## src/rtl/vdma_lsram_fwft_fifo_pkg.sv

```systemverilog
// Shared sizing helpers for the VDMA LSRAM FIFO: depth and level-width rules.
package vdma_fifo_pkg;

  function automatic int clog2(input int value);
    int r;
    int v;
    r = 0;
    v = value - 1;
    while (v > 0) begin
      r = r + 1;
      v = v >> 1;
    end
    return r;
  endfunction

  // LEVEL must represent 0..DEPTH inclusive, hence one bit more than the pointers.
  function automatic int level_width(input int addr_width);
    return addr_width + 1;
  endfunction

  function automatic int fifo_depth(input int addr_width);
    return 1 << addr_width;
  endfunction

endpackage

```

## src/rtl/vdma_lsram_fwft_fifo_if.sv

```systemverilog
// Push/pop/status bundle of the VDMA FIFO. OVERFLOW/UNDERFLOW exist only when
// VDMA_FIFO_ERR_FLAGS_EN is defined.
interface vdma_fifo_if #(
  parameter int DATA_WIDTH = 32,
  parameter int ADDR_WIDTH = 7
);
  // Push is taken when W_EN & ~FULL; pop is taken when R_EN & ~EMPTY, and R_EN
  // acknowledges the word currently on R_DATA. FLUSH overrides both.
  logic                  FLUSH;
  logic                  W_EN;
  logic [DATA_WIDTH-1:0] W_DATA;
  logic                  R_EN;
  logic [DATA_WIDTH-1:0] R_DATA;
  logic                  FULL;
  logic                  EMPTY;
  logic                  AFULL;
  logic                  AEMPTY;
  logic [ADDR_WIDTH:0]   LEVEL;
`ifdef VDMA_FIFO_ERR_FLAGS_EN
  logic                  OVERFLOW;
  logic                  UNDERFLOW;

  modport master (
    output FLUSH, W_EN, W_DATA, R_EN,
    input  R_DATA, FULL, EMPTY, AFULL, AEMPTY, LEVEL, OVERFLOW, UNDERFLOW
  );
  modport slave (
    input  FLUSH, W_EN, W_DATA, R_EN,
    output R_DATA, FULL, EMPTY, AFULL, AEMPTY, LEVEL, OVERFLOW, UNDERFLOW
  );
`else
  modport master (
    output FLUSH, W_EN, W_DATA, R_EN,
    input  R_DATA, FULL, EMPTY, AFULL, AEMPTY, LEVEL
  );
  modport slave (
    input  FLUSH, W_EN, W_DATA, R_EN,
    output R_DATA, FULL, EMPTY, AFULL, AEMPTY, LEVEL
  );
`endif
endinterface

```

## src/rtl/vdma_lsram_fwft_fifo_sdp.sv

```systemverilog
// Simple dual-port LSRAM: unreset array, one-cycle registered read with enable.
// The read register doubles as the FIFO output register, so only it is reset.
module vdma_lsram_sdp
  import vdma_fifo_pkg::*;
#(
  parameter int DATA_WIDTH = 32,
  parameter int ADDR_WIDTH = 7
) (
  input  logic                  clk_i,
  input  logic                  rst_i,
  input  logic                  we_i,
  input  logic [ADDR_WIDTH-1:0] waddr_i,
  input  logic [DATA_WIDTH-1:0] wdata_i,
  input  logic                  re_i,
  input  logic [ADDR_WIDTH-1:0] raddr_i,
  output logic [DATA_WIDTH-1:0] rdata_o
);
  localparam int DEPTH = fifo_depth(ADDR_WIDTH);

  logic [DATA_WIDTH-1:0] mem_q [DEPTH];
  logic [DATA_WIDTH-1:0] rdata_q;

  always_ff @(posedge clk_i) begin
    if (we_i) mem_q[waddr_i] <= wdata_i;
  end

  always_ff @(posedge clk_i or posedge rst_i) begin
    if (rst_i)     rdata_q <= '0;
    else if (re_i) rdata_q <= mem_q[raddr_i];
  end

  assign rdata_o = rdata_q;
endmodule

```

## src/rtl/vdma_lsram_fwft_fifo.sv

```systemverilog
// First-word-fall-through FIFO over an LSRAM SDP array: pointers, level, flags,
// prefetch control. Optional sticky error flags under VDMA_FIFO_ERR_FLAGS_EN.
module vdma_lsram_fwft_fifo
  import vdma_fifo_pkg::*;
#(
  parameter int DATA_WIDTH    = 32,
  parameter int ADDR_WIDTH    = 7,
  parameter int AFULL_THRESH  = 2**ADDR_WIDTH - 4,
  parameter int AEMPTY_THRESH = 4
) (
  input logic        CLK,
  input logic        RESET,
  vdma_fifo_if.slave bus
);
  localparam int                DEPTH     = fifo_depth(ADDR_WIDTH);
  localparam int                LVL_W     = level_width(ADDR_WIDTH);
  localparam logic [LVL_W-1:0]  DEPTH_L   = LVL_W'(DEPTH);
  localparam logic [LVL_W-1:0]  AFULL_L   = LVL_W'(AFULL_THRESH);
  localparam logic [LVL_W-1:0]  AEMPTY_L  = LVL_W'(AEMPTY_THRESH);
  localparam logic              AFULL_RST = (AFULL_THRESH == 0);

  logic [ADDR_WIDTH-1:0] wr_ptr_q, wr_ptr_d;
  logic [ADDR_WIDTH-1:0] rd_ptr_q, rd_ptr_d;
  logic [LVL_W-1:0]      ram_cnt_q, ram_cnt_d;
  logic [LVL_W-1:0]      level_q, level_d;
  logic                  valid_q, valid_d;
  logic                  full_q, full_d;
  logic                  afull_q, afull_d;
  logic                  aempty_q, aempty_d;
  logic                  push, pop, prefetch;
  logic                  ram_we, ram_re;
  logic [DATA_WIDTH-1:0] rdata;

  always_comb begin
    push      = bus.W_EN & ~full_q;
    pop       = bus.R_EN & valid_q;
    // Refill the output register whenever it is empty or being consumed; ram_cnt
    // only counts completed writes, so the read never hits this cycle's write slot.
    prefetch  = (ram_cnt_q != '0) & (~valid_q | pop);
    ram_we    = push & ~bus.FLUSH;
    ram_re    = prefetch & ~bus.FLUSH;
    wr_ptr_d  = wr_ptr_q;
    rd_ptr_d  = rd_ptr_q;
    ram_cnt_d = ram_cnt_q;
    level_d   = level_q;
    valid_d   = valid_q;
    if (bus.FLUSH) begin
      wr_ptr_d  = '0;
      rd_ptr_d  = '0;
      ram_cnt_d = '0;
      level_d   = '0;
      valid_d   = 1'b0;
    end else begin
      wr_ptr_d  = wr_ptr_q + ADDR_WIDTH'(push);
      rd_ptr_d  = rd_ptr_q + ADDR_WIDTH'(prefetch);
      ram_cnt_d = ram_cnt_q + LVL_W'(push) - LVL_W'(prefetch);
      level_d   = level_q + LVL_W'(push) - LVL_W'(pop);
      valid_d   = prefetch | (valid_q & ~pop);
    end
    full_d   = (level_d == DEPTH_L);
    afull_d  = (level_d >= AFULL_L);
    aempty_d = (level_d <= AEMPTY_L);
  end

  always_ff @(posedge CLK or posedge RESET) begin
    if (RESET) begin
      wr_ptr_q  <= '0;
      rd_ptr_q  <= '0;
      ram_cnt_q <= '0;
      level_q   <= '0;
      valid_q   <= 1'b0;
      full_q    <= 1'b0;
      afull_q   <= AFULL_RST;
      aempty_q  <= 1'b1;
    end else begin
      wr_ptr_q  <= wr_ptr_d;
      rd_ptr_q  <= rd_ptr_d;
      ram_cnt_q <= ram_cnt_d;
      level_q   <= level_d;
      valid_q   <= valid_d;
      full_q    <= full_d;
      afull_q   <= afull_d;
      aempty_q  <= aempty_d;
    end
  end

  vdma_lsram_sdp #(
    .DATA_WIDTH (DATA_WIDTH),
    .ADDR_WIDTH (ADDR_WIDTH)
  ) u_ram (
    .clk_i   (CLK),
    .rst_i   (RESET),
    .we_i    (ram_we),
    .waddr_i (wr_ptr_q),
    .wdata_i (bus.W_DATA),
    .re_i    (ram_re),
    .raddr_i (rd_ptr_q),
    .rdata_o (rdata)
  );

  assign bus.R_DATA = rdata;
  assign bus.EMPTY  = ~valid_q;
  assign bus.FULL   = full_q;
  assign bus.AFULL  = afull_q;
  assign bus.AEMPTY = aempty_q;
  assign bus.LEVEL  = level_q;

`ifdef VDMA_FIFO_ERR_FLAGS_EN
  logic ovf_q, ovf_d;
  logic ufl_q, ufl_d;

  always_comb begin
    ovf_d = bus.FLUSH ? 1'b0 : (ovf_q | (bus.W_EN & full_q));
    ufl_d = bus.FLUSH ? 1'b0 : (ufl_q | (bus.R_EN & ~valid_q));
  end

  always_ff @(posedge CLK or posedge RESET) begin
    if (RESET) begin
      ovf_q <= 1'b0;
      ufl_q <= 1'b0;
    end else begin
      ovf_q <= ovf_d;
      ufl_q <= ufl_d;
    end
  end

  assign bus.OVERFLOW  = ovf_q;
  assign bus.UNDERFLOW = ufl_q;
`endif
endmodule

```

## src/flat_wrapper.sv

```systemverilog
// flat-port wrapper written by rule: the top's interface ports become plain ports
module vdma_lsram_fwft_fifo_flat import vdma_fifo_pkg::*;
#(
  parameter int DATA_WIDTH    = 32,
  parameter int ADDR_WIDTH    = 7,
  parameter int AFULL_THRESH  = 2**ADDR_WIDTH - 4,
  parameter int AEMPTY_THRESH = 4
)
  (CLK, RESET, bus_FLUSH, bus_W_EN, bus_W_DATA, bus_R_EN, bus_R_DATA, bus_FULL, bus_EMPTY, bus_AFULL, bus_AEMPTY, bus_LEVEL);
  vdma_fifo_if #(.DATA_WIDTH(DATA_WIDTH), .ADDR_WIDTH(ADDR_WIDTH)) bus_i ();
  input logic CLK;
  input logic RESET;
  input wire logic [$bits(bus_i.FLUSH)-1:0] bus_FLUSH;
  input wire logic [$bits(bus_i.W_EN)-1:0] bus_W_EN;
  input wire logic [$bits(bus_i.W_DATA)-1:0] bus_W_DATA;
  input wire logic [$bits(bus_i.R_EN)-1:0] bus_R_EN;
  output wire logic [$bits(bus_i.R_DATA)-1:0] bus_R_DATA;
  output wire logic [$bits(bus_i.FULL)-1:0] bus_FULL;
  output wire logic [$bits(bus_i.EMPTY)-1:0] bus_EMPTY;
  output wire logic [$bits(bus_i.AFULL)-1:0] bus_AFULL;
  output wire logic [$bits(bus_i.AEMPTY)-1:0] bus_AEMPTY;
  output wire logic [$bits(bus_i.LEVEL)-1:0] bus_LEVEL;
  assign bus_i.FLUSH = bus_FLUSH;
  assign bus_i.W_EN = bus_W_EN;
  assign bus_i.W_DATA = bus_W_DATA;
  assign bus_i.R_EN = bus_R_EN;
  assign bus_R_DATA = bus_i.R_DATA;
  assign bus_FULL = bus_i.FULL;
  assign bus_EMPTY = bus_i.EMPTY;
  assign bus_AFULL = bus_i.AFULL;
  assign bus_AEMPTY = bus_i.AEMPTY;
  assign bus_LEVEL = bus_i.LEVEL;
  vdma_lsram_fwft_fifo #(.DATA_WIDTH(DATA_WIDTH), .ADDR_WIDTH(ADDR_WIDTH), .AFULL_THRESH(AFULL_THRESH), .AEMPTY_THRESH(AEMPTY_THRESH)) u_core (.CLK(CLK), .RESET(RESET), .bus(bus_i));
endmodule
```

## config.mk

```make
export PLATFORM = sky130hd
export DESIGN_NAME = vdma_lsram_fwft_fifo_flat
export DESIGN_NICKNAME = d
export VERILOG_FILES = /design/src/rtl/vdma_lsram_fwft_fifo_pkg.sv /design/src/rtl/vdma_lsram_fwft_fifo_if.sv /design/src/rtl/vdma_lsram_fwft_fifo_sdp.sv /design/src/rtl/vdma_lsram_fwft_fifo.sv /design/src/flat_wrapper.sv
export SDC_FILE = /design/constraint.sdc
export NUM_CORES = 2
export LEC_CHECK = 0
export CORE_UTILIZATION = 30
export CTS_BUF_LIST = sky130_fd_sc_hd__clkbuf_4 sky130_fd_sc_hd__clkbuf_8 sky130_fd_sc_hd__clkbuf_16
export DETAILED_ROUTE_END_ITERATION = 7
export GPL_ROUTABILITY_DRIVEN = 0
export PLACE_DENSITY = 0.5
export SYNTH_ARGS = -nofsm -noshare
export SYNTH_HDL_FRONTEND = slang
export SYNTH_SLANG_ARGS = --single-unit
```

## constraint.sdc

```tcl
create_clock -name CLK -period 4.5 [get_ports CLK]
set_input_delay 0.9 -clock CLK [delete_from_list [all_inputs] [get_ports CLK]]
set_output_delay 0.9 -clock CLK [all_outputs]
set_load 0.05 [all_outputs]
```

==> summary.md <==
| Metric | Value |
|---|---|
| Status | `finished clean` |
| Critical path type | `reg -> reg` |
| Hold-fix buffers, CTS | `0` |
| Top_reg_cell synth | `edfxtp_1` |
| Total Wirelength | `517,000 um` |
| Number of global-route vias before repair | `82,200` |
| Worst path required time | `5340 ps` |
| Cells after Synth | `7,343` |
| Post-route DRC | `0` |
| Layout cells sized above 1 | `28.0%` |
| Critical path arrival | `5170 ps` |
| ANT nets after route | `0` |
| Setup Fix Bufs, Post-CTS | `0` |
| EDFF count, synth | `4,096` |
| F_max | `231 MHz` |
| Peak VDD IR | `0.440 mV` |
| Area grow syn2layout | `18.2%` |
| CP Launch Type | `flip-flop` |
| Syn avg cell area | `21.8 um^2` |
| HP Class | `in -> async` |
| Count of state elements after synthesis | `4,162` |
| Total track usage | `18.7%` |
| Yosys cell types | `71` |
| Power Dens Cells | `547 mW/mm^2` |
| Die height | `732 um` |
| Placed Cells | `14,500` |
| Net Count, Synth | `7,405` |
| Tot Pwr | `103 mW` |
| Final Hold Viols | `0` |
| Gr ovfl total | `0` |
| Fillers | `48,400` |
| First-pass detailed-route iteration total | `6` |
| CTS Buf Count | `436` |
| # setup viols final | `0` |
| Clock buffer depth | `4` |
| Initial DRC Count | `10,600` |
| Most common cell after layout, fill and taps aside | `edfxtp_1` |
| Final #Nets | `8,035` |
| Most frequent cells in the layout | `4,096 x edfxtp_1, 834 x mux4_2, 439 x clkbuf_16, 420 x mux2i_1, 390 x buf_4` |
| Routed vias | `81,700` |
| Worst Max-Slew Pin Slew | `1300 ps` |
| Die X | `732 um` |
| Post-layout util | `35.6%` |
| Area of the die | `0.535 mm^2` |
| Mapped Area | `0.160 mm^2` |
| Post-CTS Resized | `0` |
| Vias/cell | `5.32` |
| Area of the core | `0.530 mm^2` |
| Sequential area share after synthesis | `78.0%` |
| CTS Root Buffer Type | `clkbuf_16` |
| CP endpoint kind | `flip-flop` |
| H-tree levels | `5` |
| Final clock skew | `105 ps` |
| # rows | `267` |
| First-pass GRT wire length | `701,000 um` |
| Buffers on Ports | `80` |
| CTS tree | `yes` |
| Max-slew violations | `0` |
| CP max FO | `30` |
| Largest net degree at the start of global routing | `129` |
| Final TNS setup | `0 ps` |
| Worst slew margin | `13.3%` |
| CTS clock-pin slew for the worst setup and hold paths | `60 ps` |
| Synthesis warning total | `0` |
| DR WL/cell | `33.7 um` |
| RSZ-0062 raised after global routing | `false` |
| Clock latency on the worst-skew pair | `1040 ps` |
| Final HPWL DP | `309,000 um` |
| Hold Slack | `347 ps` |
| Final Cycle Share | `96.2%` |
| Initial core utilization | `30.2%` |
| Count of non-filler cells in the finished layout | `15,300` |
| I/O Pins | `81` |
| Period minus WS final | `4330 ps` |
| Initial antenna violation count | `51` |
| Post-synth ARST share | `1.59%` |
| Sink Count | `4,162` |
| Max cap viols | `0` |
| Leak pwr | `57.5 nW` |
-- Yosys cell counts (all sizes together) (5+ instances only) --
library cell	count	area, um^2
o31ai	30	225
buf	280	2050
or3b	5	43.8
xnor2	8	70.1
clkbuf	153	574
nand2	131	492
nor2	209	790
xor2	13	114
a311oi	9	78.8
a22o	35	307
nand4	5	31.3
a211oi	75	563
mux4	834	18800
a221oi	44	392
and2	9	56.3
o21bai	5	37.5
nand3b	9	71.3
dfrtp	65	1630
inv	26	97.6
mux2	28	315
nand3	65	325
o211ai	18	135
a2111oi	9	80.1
ha	23	288
a21oi	156	781
a32oi	19	166
o22ai	70	438
nand2b	10	62.6
a31oi	23	144
edfxtp	4096	123000
a22oi	177	1330
a21o	5	37.5
nor3	14	70.1
and3	6	37.5
nor2b	35	219
o21ai	78	390
mux2i	420	4200
o221ai	100	876
-- per-stage QoR --
stage | area [um^2] | setup WS, ps
floorplan | 160000 | 418
finish | 189000 | 172
detailed placement | 174000 | 89.1
global placement | 174000 | 152
CTS | 189000 | 76.6
global route | 189000 | 39.3
-- final timing paths --
path / cells after the start / startpoint / slack (ps) / to
hold / removal: 2 / RESET / 350 / u_core.bus.LEVEL[3]
setup / recovery: 10 / u_core.rd_ptr_q[0] / 170 / u_core.u_ram.rdata_o[5]
hold reg to reg: 2 / u_core.ram_cnt_q[0] / 580 / u_core.valid_q
setup reg to reg: 10 / u_core.rd_ptr_q[0] / 170 / u_core.u_ram.rdata_o[5]
max in group asynchronous: 3 / RESET / 2890 / u_core.u_ram.rdata_o[17]
min in group CLK: 1 / bus_W_DATA[23] / 430 / u_core.u_ram.mem_q[84][23]
-- where the power goes --
part / total, mW / leakage (nW) / switching [mW] / internal, mW
sequential: 43.8 / 37.6 / 0.855 / 42.9
clock: 36.8 / 7.30 / 15.4 / 21.4
combinational: 22.6 / 12.6 / 12.8 / 9.85
-- cell type report --
| class | instances | area (um^2) | share of cell area (%) |
|---|---|---|---|
| timing repair buffer | 625 | 7150 | 3.79 |
| clock buffer | 550 | 11900 | 6.32 |
| inverter | 27 | 104 | 0.0550 |
| sequential | 4162 | 125000 | 66.1 |
| clock inverter | 256 | 2650 | 1.40 |
| tap | 6994 | 8750 | 4.64 |
| antenna | 13 | 32.5 | 0.0172 |
| multi-input combinational | 2721 | 33400 | 17.7 |
-- worst max-delay path: stages, from the launching register on --
cell and delay [ps]:
dfrtp_4 960, buf_12 260, buf_12 180, buf_12 280
buf_4 290, mux4_2 530, a211oi_1 260, a21oi_1 190
a221oi_1 820, buf_4 250, o31ai_1 80
-- registers in the layout, summed over array words and instances, names as in the netlist --
| register | cells |
|---|---|
| u_core.u_ram.mem_q | 4096 |
| u_core.u_ram.rdata_o | 32 |
| u_core.bus.LEVEL | 8 |
| u_core.ram_cnt_q | 8 |
| u_core.rd_ptr_q | 7 |
| u_core.wr_ptr_q | 7 |
| u_core.bus.AEMPTY | 1 |
| u_core.bus.AFULL | 1 |
| u_core.bus.FULL | 1 |
| u_core.valid_q | 1 |
-- logic make-up (layout without fill, tap and decap cells) --
logic type | after synthesis | in the layout | share of synthesized area (%)
simple gates | 516 | 516 | 1.46
buf+inv | 460 | 1458 | 1.71
compound gates | 877 | 877 | 3.88
mux | 1282 | 1282 | 14.6
flops | 4162 | 4162 | 78.0
other cells | 0 | 13 | 0
fa+ha+maj | 25 | 25 | 0.205
xor+xnor | 21 | 21 | 0.115
-- routing by layer --
metal / global-route usage [%] / up-vias / routed length [um]
met5: 0 / - / 90
met4: 5.64 / 14 / 16700
met3: 3.36 / 671 / 40900
met2: 29.9 / 3677 / 243000
met1: 26.1 / 44900 / 217000
li1: - / 32500 / -
No activity file was read; power rests on OpenSTA's default activity.
